**config.mk**
```make
export PLATFORM = sky130hd
export DESIGN_NAME = uart_alu_packet_parser_flat
export DESIGN_NICKNAME = d
export VERILOG_FILES = /design/src/rtl/uart_alu_packet_parser_if.sv /design/src/rtl/uart_alu_packet_parser.sv /design/src/flat_wrapper.sv
export SDC_FILE = /design/constraint.sdc
export NUM_CORES = 1
export LEC_CHECK = 0
export ABC_AREA = 1
export CELL_PAD_IN_SITES_DETAIL_PLACEMENT = 1
export CELL_PAD_IN_SITES_GLOBAL_PLACEMENT = 1
export CORE_UTILIZATION = 39
export CTS_CLUSTER_DIAMETER = 50
export CTS_CLUSTER_SIZE = 25
export DETAILED_ROUTE_END_ITERATION = 16
export PLACE_DENSITY = 0.83
export SLEW_MARGIN = 10
export SYNTH_ARGS = -nofsm -noshare
export SYNTH_HDL_FRONTEND = slang
export SYNTH_SLANG_ARGS = --single-unit
export TNS_END_PERCENT = 20
```
**constraint.sdc**
```tcl
create_clock -name clk_i -period 2.35 [get_ports clk_i]
set_input_delay 0.47 -clock clk_i [delete_from_list [all_inputs] [get_ports clk_i]]
set_output_delay 0.47 -clock clk_i [all_outputs]
set_load 0.01 [all_outputs]
```
**src/rtl/uart_alu_packet_parser_if.sv**
```systemverilog
// Byte stream in, tagged payload words out, plus status, between the UART receiver and the ALU core.
interface uart_alu_packet_parser_if;
  logic [7:0]  data_i;
  logic        valid_i;
  logic        ready_o;
  logic [7:0]  opcode_o;
  logic [15:0] len_o;
  logic [31:0] data_o;
  logic [2:0]  bytes_o;
  logic        first_o;
  logic        last_o;
  logic        valid_o;
  logic        ready_i;
  logic        err_o;
  logic        busy_o;

  modport slave (
    input  data_i, valid_i, ready_i,
    output ready_o, opcode_o, len_o, data_o, bytes_o, first_o, last_o, valid_o, err_o, busy_o
  );

  modport master (
    output data_i, valid_i, ready_i,
    input  ready_o, opcode_o, len_o, data_o, bytes_o, first_o, last_o, valid_o, err_o, busy_o
  );
endinterface

```
**src/rtl/uart_alu_packet_parser.sv**
```systemverilog
// Decodes the 4-byte packet header and packs the payload into little-endian 32-bit words;
// malformed packets raise err_o and have their payload swallowed to keep the stream aligned.
module uart_alu_packet_parser #(
  parameter logic [15:0] MAX_LEN_P = 16'd1024,
  parameter logic [7:0]  OP_ECHO_P = 8'hEC,
  parameter logic [7:0]  OP_ADD_P  = 8'hA1,
  parameter logic [7:0]  OP_MUL_P  = 8'hA2,
  parameter logic [7:0]  OP_DIV_P  = 8'hA3
) (
  input  logic                      clk_i,
  input  logic                      rst_i,
  uart_alu_packet_parser_if.slave   bus_if
);

  localparam logic [2:0] ST_OPCODE  = 3'd0;
  localparam logic [2:0] ST_RSVD    = 3'd1;
  localparam logic [2:0] ST_LEN_LO  = 3'd2;
  localparam logic [2:0] ST_LEN_HI  = 3'd3;
  localparam logic [2:0] ST_EMPTY   = 3'd4;
  localparam logic [2:0] ST_PAYLOAD = 3'd5;
  localparam logic [2:0] ST_DISCARD = 3'd6;

  logic [2:0]  state_q, state_d;
  logic [7:0]  opcode_q, opcode_d;
  logic [15:0] len_q, len_d;
  logic [15:0] rem_q, rem_d;
  logic [31:0] acc_q, acc_d;
  logic [1:0]  idx_q, idx_d;
  logic        first_pend_q, first_pend_d;
  logic [31:0] data_q, data_d;
  logic [2:0]  bytes_q, bytes_d;
  logic        first_q, first_d;
  logic        last_q, last_d;
  logic        valid_q, valid_d;
  logic        err_q, err_d;

  logic        ready_s;
  logic        accept_s;
  logic        out_hs_s;
  logic        op_ok_s;
  logic [15:0] hdr_len_s;
  logic [31:0] acc_next_s;

  assign accept_s   = bus_if.valid_i & ready_s;
  assign out_hs_s   = valid_q & bus_if.ready_i;
  assign hdr_len_s  = {bus_if.data_i, len_q[7:0]};
  assign op_ok_s    = (opcode_q == OP_ECHO_P) || (opcode_q == OP_ADD_P) ||
                      (opcode_q == OP_MUL_P)  || (opcode_q == OP_DIV_P);
  assign acc_next_s = acc_q | ({24'd0, bus_if.data_i} << {idx_q, 3'd0});

  // Byte acceptance: payload stalls once all bytes are in or a word is stuck downstream.
  always_comb begin
    ready_s = 1'b0;
    case (state_q)
      ST_OPCODE, ST_RSVD, ST_LEN_LO, ST_LEN_HI, ST_DISCARD: ready_s = 1'b1;
      ST_PAYLOAD: ready_s = (rem_q != 16'd0) && !(valid_q && !bus_if.ready_i);
      default:    ready_s = 1'b0;
    endcase
  end

  // Next-state and output-register logic.
  always_comb begin
    state_d      = state_q;
    opcode_d     = opcode_q;
    len_d        = len_q;
    rem_d        = rem_q;
    acc_d        = acc_q;
    idx_d        = idx_q;
    first_pend_d = first_pend_q;
    data_d       = data_q;
    bytes_d      = bytes_q;
    first_d      = first_q;
    last_d       = last_q;
    valid_d      = valid_q;
    err_d        = 1'b0;
    case (state_q)
      ST_OPCODE: begin
        if (accept_s) begin
          opcode_d = bus_if.data_i;
          state_d  = ST_RSVD;
        end else begin
          state_d  = ST_OPCODE;
        end
      end
      ST_RSVD: begin
        if (accept_s) state_d = ST_LEN_LO;
        else          state_d = ST_RSVD;
      end
      ST_LEN_LO: begin
        if (accept_s) begin
          len_d   = {len_q[15:8], bus_if.data_i};
          state_d = ST_LEN_HI;
        end else begin
          state_d = ST_LEN_LO;
        end
      end
      ST_LEN_HI: begin
        if (accept_s) begin
          len_d = hdr_len_s;
          // Short length is tested first so remaining is never computed from L<4.
          if (hdr_len_s < 16'd4) begin
            err_d   = 1'b1;
            state_d = ST_OPCODE;
          end else if (!op_ok_s || (hdr_len_s > MAX_LEN_P)) begin
            err_d   = 1'b1;
            rem_d   = hdr_len_s - 16'd4;
            state_d = (hdr_len_s == 16'd4) ? ST_OPCODE : ST_DISCARD;
          end else if (hdr_len_s == 16'd4) begin
            data_d  = 32'd0;
            bytes_d = 3'd0;
            first_d = 1'b1;
            last_d  = 1'b1;
            valid_d = 1'b1;
            state_d = ST_EMPTY;
          end else begin
            rem_d        = hdr_len_s - 16'd4;
            acc_d        = 32'd0;
            idx_d        = 2'd0;
            first_pend_d = 1'b1;
            state_d      = ST_PAYLOAD;
          end
        end else begin
          state_d = ST_LEN_HI;
        end
      end
      ST_EMPTY: begin
        if (out_hs_s) begin
          valid_d = 1'b0;
          state_d = ST_OPCODE;
        end else begin
          state_d = ST_EMPTY;
        end
      end
      ST_PAYLOAD: begin
        if (out_hs_s) begin
          valid_d = 1'b0;
          state_d = last_q ? ST_OPCODE : ST_PAYLOAD;
        end else begin
          state_d = ST_PAYLOAD;
        end
        if (accept_s) begin
          rem_d = rem_q - 16'd1;
          if ((idx_q == 2'd3) || (rem_q == 16'd1)) begin
            data_d       = acc_next_s;
            bytes_d      = {1'b0, idx_q} + 3'd1;
            first_d      = first_pend_q;
            last_d       = (rem_q == 16'd1);
            valid_d      = 1'b1;
            acc_d        = 32'd0;
            idx_d        = 2'd0;
            first_pend_d = 1'b0;
          end else begin
            acc_d = acc_next_s;
            idx_d = idx_q + 2'd1;
          end
        end else begin
          rem_d = rem_q;
        end
      end
      ST_DISCARD: begin
        if (accept_s) begin
          rem_d   = rem_q - 16'd1;
          state_d = (rem_q == 16'd1) ? ST_OPCODE : ST_DISCARD;
        end else begin
          state_d = ST_DISCARD;
        end
      end
      default: state_d = ST_OPCODE;
    endcase
  end

  // State and output registers with synchronous active-low reset.
  always_ff @(posedge clk_i) begin
    if (!rst_i) begin
      state_q      <= ST_OPCODE;
      opcode_q     <= 8'd0;
      len_q        <= 16'd0;
      rem_q        <= 16'd0;
      acc_q        <= 32'd0;
      idx_q        <= 2'd0;
      first_pend_q <= 1'b0;
      data_q       <= 32'd0;
      bytes_q      <= 3'd0;
      first_q      <= 1'b0;
      last_q       <= 1'b0;
      valid_q      <= 1'b0;
      err_q        <= 1'b0;
    end else begin
      state_q      <= state_d;
      opcode_q     <= opcode_d;
      len_q        <= len_d;
      rem_q        <= rem_d;
      acc_q        <= acc_d;
      idx_q        <= idx_d;
      first_pend_q <= first_pend_d;
      data_q       <= data_d;
      bytes_q      <= bytes_d;
      first_q      <= first_d;
      last_q       <= last_d;
      valid_q      <= valid_d;
      err_q        <= err_d;
    end
  end

  assign bus_if.ready_o  = ready_s;
  assign bus_if.opcode_o = opcode_q;
  assign bus_if.len_o    = len_q;
  assign bus_if.data_o   = data_q;
  assign bus_if.bytes_o  = bytes_q;
  assign bus_if.first_o  = first_q;
  assign bus_if.last_o   = last_q;
  assign bus_if.valid_o  = valid_q;
  assign bus_if.err_o    = err_q;
  assign bus_if.busy_o   = (state_q != ST_OPCODE);

endmodule

```
**src/flat_wrapper.sv**
```systemverilog
// flat-port wrapper written by rule: the top's interface ports become plain ports
module uart_alu_packet_parser_flat 
#(
  parameter logic [15:0] MAX_LEN_P = 16'd1024,
  parameter logic [7:0]  OP_ECHO_P = 8'hEC,
  parameter logic [7:0]  OP_ADD_P  = 8'hA1,
  parameter logic [7:0]  OP_MUL_P  = 8'hA2,
  parameter logic [7:0]  OP_DIV_P  = 8'hA3
)
  (clk_i, rst_i, bus_if_data_i, bus_if_valid_i, bus_if_ready_i, bus_if_ready_o, bus_if_opcode_o, bus_if_len_o, bus_if_data_o, bus_if_bytes_o, bus_if_first_o, bus_if_last_o, bus_if_valid_o, bus_if_err_o, bus_if_busy_o);
  uart_alu_packet_parser_if bus_if_i ();
  input  logic clk_i;
  input  logic rst_i;
  input wire logic [$bits(bus_if_i.data_i)-1:0] bus_if_data_i;
  input wire logic [$bits(bus_if_i.valid_i)-1:0] bus_if_valid_i;
  input wire logic [$bits(bus_if_i.ready_i)-1:0] bus_if_ready_i;
  output wire logic [$bits(bus_if_i.ready_o)-1:0] bus_if_ready_o;
  output wire logic [$bits(bus_if_i.opcode_o)-1:0] bus_if_opcode_o;
  output wire logic [$bits(bus_if_i.len_o)-1:0] bus_if_len_o;
  output wire logic [$bits(bus_if_i.data_o)-1:0] bus_if_data_o;
  output wire logic [$bits(bus_if_i.bytes_o)-1:0] bus_if_bytes_o;
  output wire logic [$bits(bus_if_i.first_o)-1:0] bus_if_first_o;
  output wire logic [$bits(bus_if_i.last_o)-1:0] bus_if_last_o;
  output wire logic [$bits(bus_if_i.valid_o)-1:0] bus_if_valid_o;
  output wire logic [$bits(bus_if_i.err_o)-1:0] bus_if_err_o;
  output wire logic [$bits(bus_if_i.busy_o)-1:0] bus_if_busy_o;
  assign bus_if_i.data_i = bus_if_data_i;
  assign bus_if_i.valid_i = bus_if_valid_i;
  assign bus_if_i.ready_i = bus_if_ready_i;
  assign bus_if_ready_o = bus_if_i.ready_o;
  assign bus_if_opcode_o = bus_if_i.opcode_o;
  assign bus_if_len_o = bus_if_i.len_o;
  assign bus_if_data_o = bus_if_i.data_o;
  assign bus_if_bytes_o = bus_if_i.bytes_o;
  assign bus_if_first_o = bus_if_i.first_o;
  assign bus_if_last_o = bus_if_i.last_o;
  assign bus_if_valid_o = bus_if_i.valid_o;
  assign bus_if_err_o = bus_if_i.err_o;
  assign bus_if_busy_o = bus_if_i.busy_o;
  uart_alu_packet_parser #(.MAX_LEN_P(MAX_LEN_P), .OP_ECHO_P(OP_ECHO_P), .OP_ADD_P(OP_ADD_P), .OP_MUL_P(OP_MUL_P), .OP_DIV_P(OP_DIV_P)) u_core (.clk_i(clk_i), .rst_i(rst_i), .bus_if(bus_if_i));
endmodule
```
==> metrics.yaml, run 1 <==
synthesis:
  post_synth_inst_count: 949
  syn_avg_cell_area_um2: 6.53
  synth_largest_area_cell: "sky130_fd_sc_hd__dfxtp_1"
  synth_top_area_share_pct: 37.8
  synth_cell_types: 41
  combined_area_of_all_synthesized_cells_um2: 6200
  yosysSeqAreaShare_pct: 37.8
  synth_enable_flop_cells: 0
  total_of_warnings_raised_by_yosys: 0
  dominantRegCellSynth: "sky130_fd_sc_hd__dfxtp_1"
  ys_async_sr_fraction_pct: 0
  yosys_register_bits: 117
  yosys-top-cells-area: "sky130_fd_sc_hd__dfxtp_1 (38%), sky130_fd_sc_hd__nor2_1 (17%), sky130_fd_sc_hd__nand2_1 (9.4%)"
  synth.net_count: 968
min_path:
  holdCritPathClass: "flop to flop"
power:
  leakagePower_nw: 3.51
  power_density_nw_per_um2: 707
  switch_share_pct: 28.6
  seq_power_share_pct: 38.0
  internal-power_mw: 4.07
  switching_power_mw: 1.63
  power_frac_comb_pct: 17.2
  share_clk_of_total_power_pct: 44.8
  vdd_ir_drop_max_uv: 573
  total_power_mw: 5.70
route:
  drt_wl_total_mm: 21.5
  via_per_inst: 5.23
  remaining_drc_errors: 0
  detail_route.iter0.violations: 416
  wire_per_inst_um: 16.8
  detailedRoute.firstPassIterationCount: 5
  vias: 6696
  antenna_violating_nets_remaining: 0
clock_network:
  clock-sinks: 117
  worstSkewPairLatency_ns: 0.43
  tritoncts: "done"
  cts.htree.levels: 4
  clk_pin_slew_worst_paths_ns: 0.05
  cts.hold.buffers_added: 0
  cts_inserted_buffers: 17
  cts_root_buffer: "sky130_fd_sc_hd__clkbuf_16"
  clock_path_buffers: 2
setup_path:
  critPathArrivalTime_ns: 1.76
  cp.required_ns: 1.88
  r2r-start: "u_core.rem_q[4]"
  cp.depth: 3
  rr_worst_depth: 14
  timing.critical_path.to_type: "primary output"
  setup.worst_path.start_class: "flop"
  regToRegEndpoint: "u_core.state_q[2]"
  crit_path_cell_trace: "inv_2, nand3_1, clkdlybuf4s50_1"
  crit_path_top_delay_cell: "sky130_fd_sc_hd__clkdlybuf4s50_1"
  critPathLaunch: "u_core.state_q[0]"
  crit_end: "bus_if_busy_o"
  timing.setup.critical_path_class: "flop to primary output"
  worstPathBufferInverterCount: 2
  reg2reg_setup_slack_ns: 0.22
  kind_of_cell_adding_the_most_delay_to_the_critical_path: "buffers and inverters"
  peak_fanout_along_the_critical_path: 5
  timing.critical_path.slowest_cell_delay_ns: 0.57
cells_and_area:
  most_common_cell_after_layout_fill_and_taps_aside: "sky130_fd_sc_hd__nor2_1"
  areaGrowthSynthToFinish_pct: 30.1
  fillers: 2010
  mostFrequentLayoutCells: "sky130_fd_sc_hd__nor2_1 (270), sky130_fd_sc_hd__nand2_1 (154), sky130_fd_sc_hd__dfxtp_1 (115)"
  ratio_of_cells_with_drive_above_1_in_the_final_layout_pct: 13.0
  n_antenna_cell: 0
  fin_nets: 1076
timing:
  setup_violations: 0
  skew_ns: 0.0104
  worst_setup_slack_final_ns: 0.125
  timing.fmax_mhz: 449
  worstMarginPinSlew_ns: 0.657
  final_hold_violation_count: 0
  max_slew_margin_pct: 56.2
  drv_slew: 0
  period_share_pct: 94.7
  min_period_ns: 2.23
  grt_setup_unrepaired: "false"
run:
  timing.max_cap.violations: 0
placed_design:
  portBuffers: 76
  place.gp.congestion: 0.862
  placement.setup.worst_slack_ns: -0.141
  half_perimeter_wire_length_after_detailed_placement_mm: 14.8
global_routing:
  grt_pass1_wl_mm: 35.0
  maximum_number_of_pins_on_one_net_before_global_route_repair: 92
  initial_antenna_violation_count: 0
  all_layer_gr_usage_pct: 27.5
  number_of_global_route_vias_before_repair: 6771
  global_route_congestion_overflow_total: 0
floorplan:
  die_h_um: 128
  initial_core_util_pct: 40.3
  floorplan.io_pins: 77
  fp.coreArea_um2: 15400
  chipWidth_um: 128
  die_area_um2: 16400
  floorplan.rows: 45
run_status:
  run_status: "complete, no violations"
[kinds of logic after synthesis]
group,after synthesis,synth area share [%]
AND/OR/NAND/NOR,543,37.1
AO/OA/AOI/OAI,159,13.5
flip-flops,117,37.8
buffers and inverters,114,8.88
XOR/XNOR,9,1.27
adder cells (fa/ha/maj),7,1.41
[per-stage QoR]
stage / cells / setup TNS [ns] / hold slack [ns] / cell area, um^2 / utilization [%]
after floorplan: 949 / 0 / 0.439 / 6200 / -
after global placement: 1248 / -2.49 / 0.451 / 7460 / 48.5
after detailed placement: 1248 / -6.27 / 0.473 / 7460 / 48.5
after CTS: 1281 / 0 / 0.487 / 8070 / 52.5
after global routing: 1281 / 0 / 0.500 / 8070 / 52.5
final: 1281 / 0 / 0.479 / 8070 / 52.5
[cell usage after synthesis (2+ instances only)]
master	count
sky130_fd_sc_hd__dfxtp_1	117
sky130_fd_sc_hd__clkbuf_1	23
sky130_fd_sc_hd__nand3b_1	2
sky130_fd_sc_hd__nand2_1	156
sky130_fd_sc_hd__nor2_8	2
sky130_fd_sc_hd__o31ai_1	3
sky130_fd_sc_hd__o21ai_2	2
sky130_fd_sc_hd__buf_6	7
sky130_fd_sc_hd__buf_2	7
sky130_fd_sc_hd__o21ai_1	37
sky130_fd_sc_hd__nand3_2	4
sky130_fd_sc_hd__xor2_1	6
sky130_fd_sc_hd__a211oi_1	3
sky130_fd_sc_hd__nand3_1	69
sky130_fd_sc_hd__nand2_2	9
sky130_fd_sc_hd__xnor2_1	3
sky130_fd_sc_hd__nor3_1	9
sky130_fd_sc_hd__o21bai_1	2
sky130_fd_sc_hd__buf_8	3
sky130_fd_sc_hd__nand4_1	10
sky130_fd_sc_hd__nor2_2	4
sky130_fd_sc_hd__inv_2	8
sky130_fd_sc_hd__inv_1	50
sky130_fd_sc_hd__nor2_1	273
sky130_fd_sc_hd__buf_1	4
sky130_fd_sc_hd__ha_1	7
sky130_fd_sc_hd__clkinv_1	3
sky130_fd_sc_hd__a31oi_1	7
sky130_fd_sc_hd__buf_4	6
sky130_fd_sc_hd__o21ai_0	56
sky130_fd_sc_hd__a21oi_1	47
[cell type report]
class                           instances  area [um^2]  share of cell area [%]
Tap cell                              211          264                    3.27
Timing Repair Buffer                  140         1310                    16.2
Inverter                               63          240                    2.98
Multi-Input combinational cell        718         3330                    41.3
Clock inverter                         12          130                    1.61
Clock buffer                           20          447                    5.54
Sequential cell                       117         2340                    29.1
[worst min path at each step]
stage | depth (start not counted) | from | slack [ns] | to
final | 2 | u_core.bus_if.data_o[26] | 0.48 | u_core.bus_if.data_o[26]
after global routing | 2 | u_core.bus_if.data_o[16] | 0.50 | u_core.bus_if.data_o[16]
after CTS | 2 | u_core.bus_if.data_o[0] | 0.49 | u_core.bus_if.data_o[0]
after detailed placement | 2 | u_core.first_pend_q | 0.47 | u_core.first_pend_q
after global placement | 2 | u_core.first_pend_q | 0.45 | u_core.first_pend_q
after floorplan | 2 | u_core.first_pend_q | 0.44 | u_core.first_pend_q
[worst reg2reg max path, stage by stage (launching register included)]
cell	delay (ns)
sky130_fd_sc_hd__dfxtp_1	0.36
sky130_fd_sc_hd__nor2_2	0.16
sky130_fd_sc_hd__nand2_2	0.14
sky130_fd_sc_hd__nor2_1	0.12
sky130_fd_sc_hd__nand2_1	0.07
sky130_fd_sc_hd__nand2_1	0.10
sky130_fd_sc_hd__nand2_2	0.09
sky130_fd_sc_hd__nand2_2	0.18
sky130_fd_sc_hd__inv_2	0.08
sky130_fd_sc_hd__nand2_1	0.16
sky130_fd_sc_hd__inv_2	0.15
sky130_fd_sc_hd__nand2_1	0.19
sky130_fd_sc_hd__nand3_1	0.11
sky130_fd_sc_hd__nand2_1	0.08
sky130_fd_sc_hd__inv_1	0.05
[per-layer routing]
metal	GRT usage [%]	up-vias	part of all wire, %
met5	0	-	0
met2	44.7	185	46
met4	8.72	0	1.8
li1	-	3287	-
met3	6.64	35	6.0
met1	35.7	3189	46
[power groups by stage]
stage / clock network [mW] / registers (mW) / logic [mW]
2_1_floorplan: 0 / 2.22 / 0.543
3_3_place_gp: 0 / 2.20 / 0.927
3_5_place_dp: 0 / 2.20 / 0.950
4_1_cts: 2.59 / 2.17 / 0.977
5_1_grt: 2.69 / 2.18 / 1.08
6_report: 2.56 / 2.17 / 0.982
[flip-flops by register name, indices dropped and copies added (netlist names)]
| name | flops |
|---|---|
| u_core.acc_q | 32 |
| u_core.bus_if.bytes_o | 3 |
| u_core.bus_if.data_o | 32 |
| u_core.bus_if.err_o | 1 |
| u_core.bus_if.first_o | 1 |
| u_core.bus_if.last_o | 1 |
| u_core.bus_if.len_o | 16 |
| u_core.bus_if.opcode_o | 8 |
| u_core.bus_if.valid_o | 1 |
| u_core.first_pend_q | 1 |
| u_core.idx_q | 2 |
| u_core.rem_q | 16 |
| u_core.state_q | 3 |
[repair_timing]
action,in CTS,in global routing
hold endpoints to repair,0,0
setup buffers,1,0
pin swaps,1,0
gates resized for setup,12,1
endpoints found under the setup margin,2,1
Power figures use the tool's default switching activity.
==> run 2, diff against run 1 <==
- CAP_MARGIN: unset -> 40
==> results of run 2 <==
No change in the layout: final DEF, timing and power equal those of run 1.
==> run 3, diff against run 2 <==
- CTS_CLUSTER_SIZE: 25 -> 30
==> results of run 3 <==
No change in the layout: final DEF, timing and power equal those of run 1.
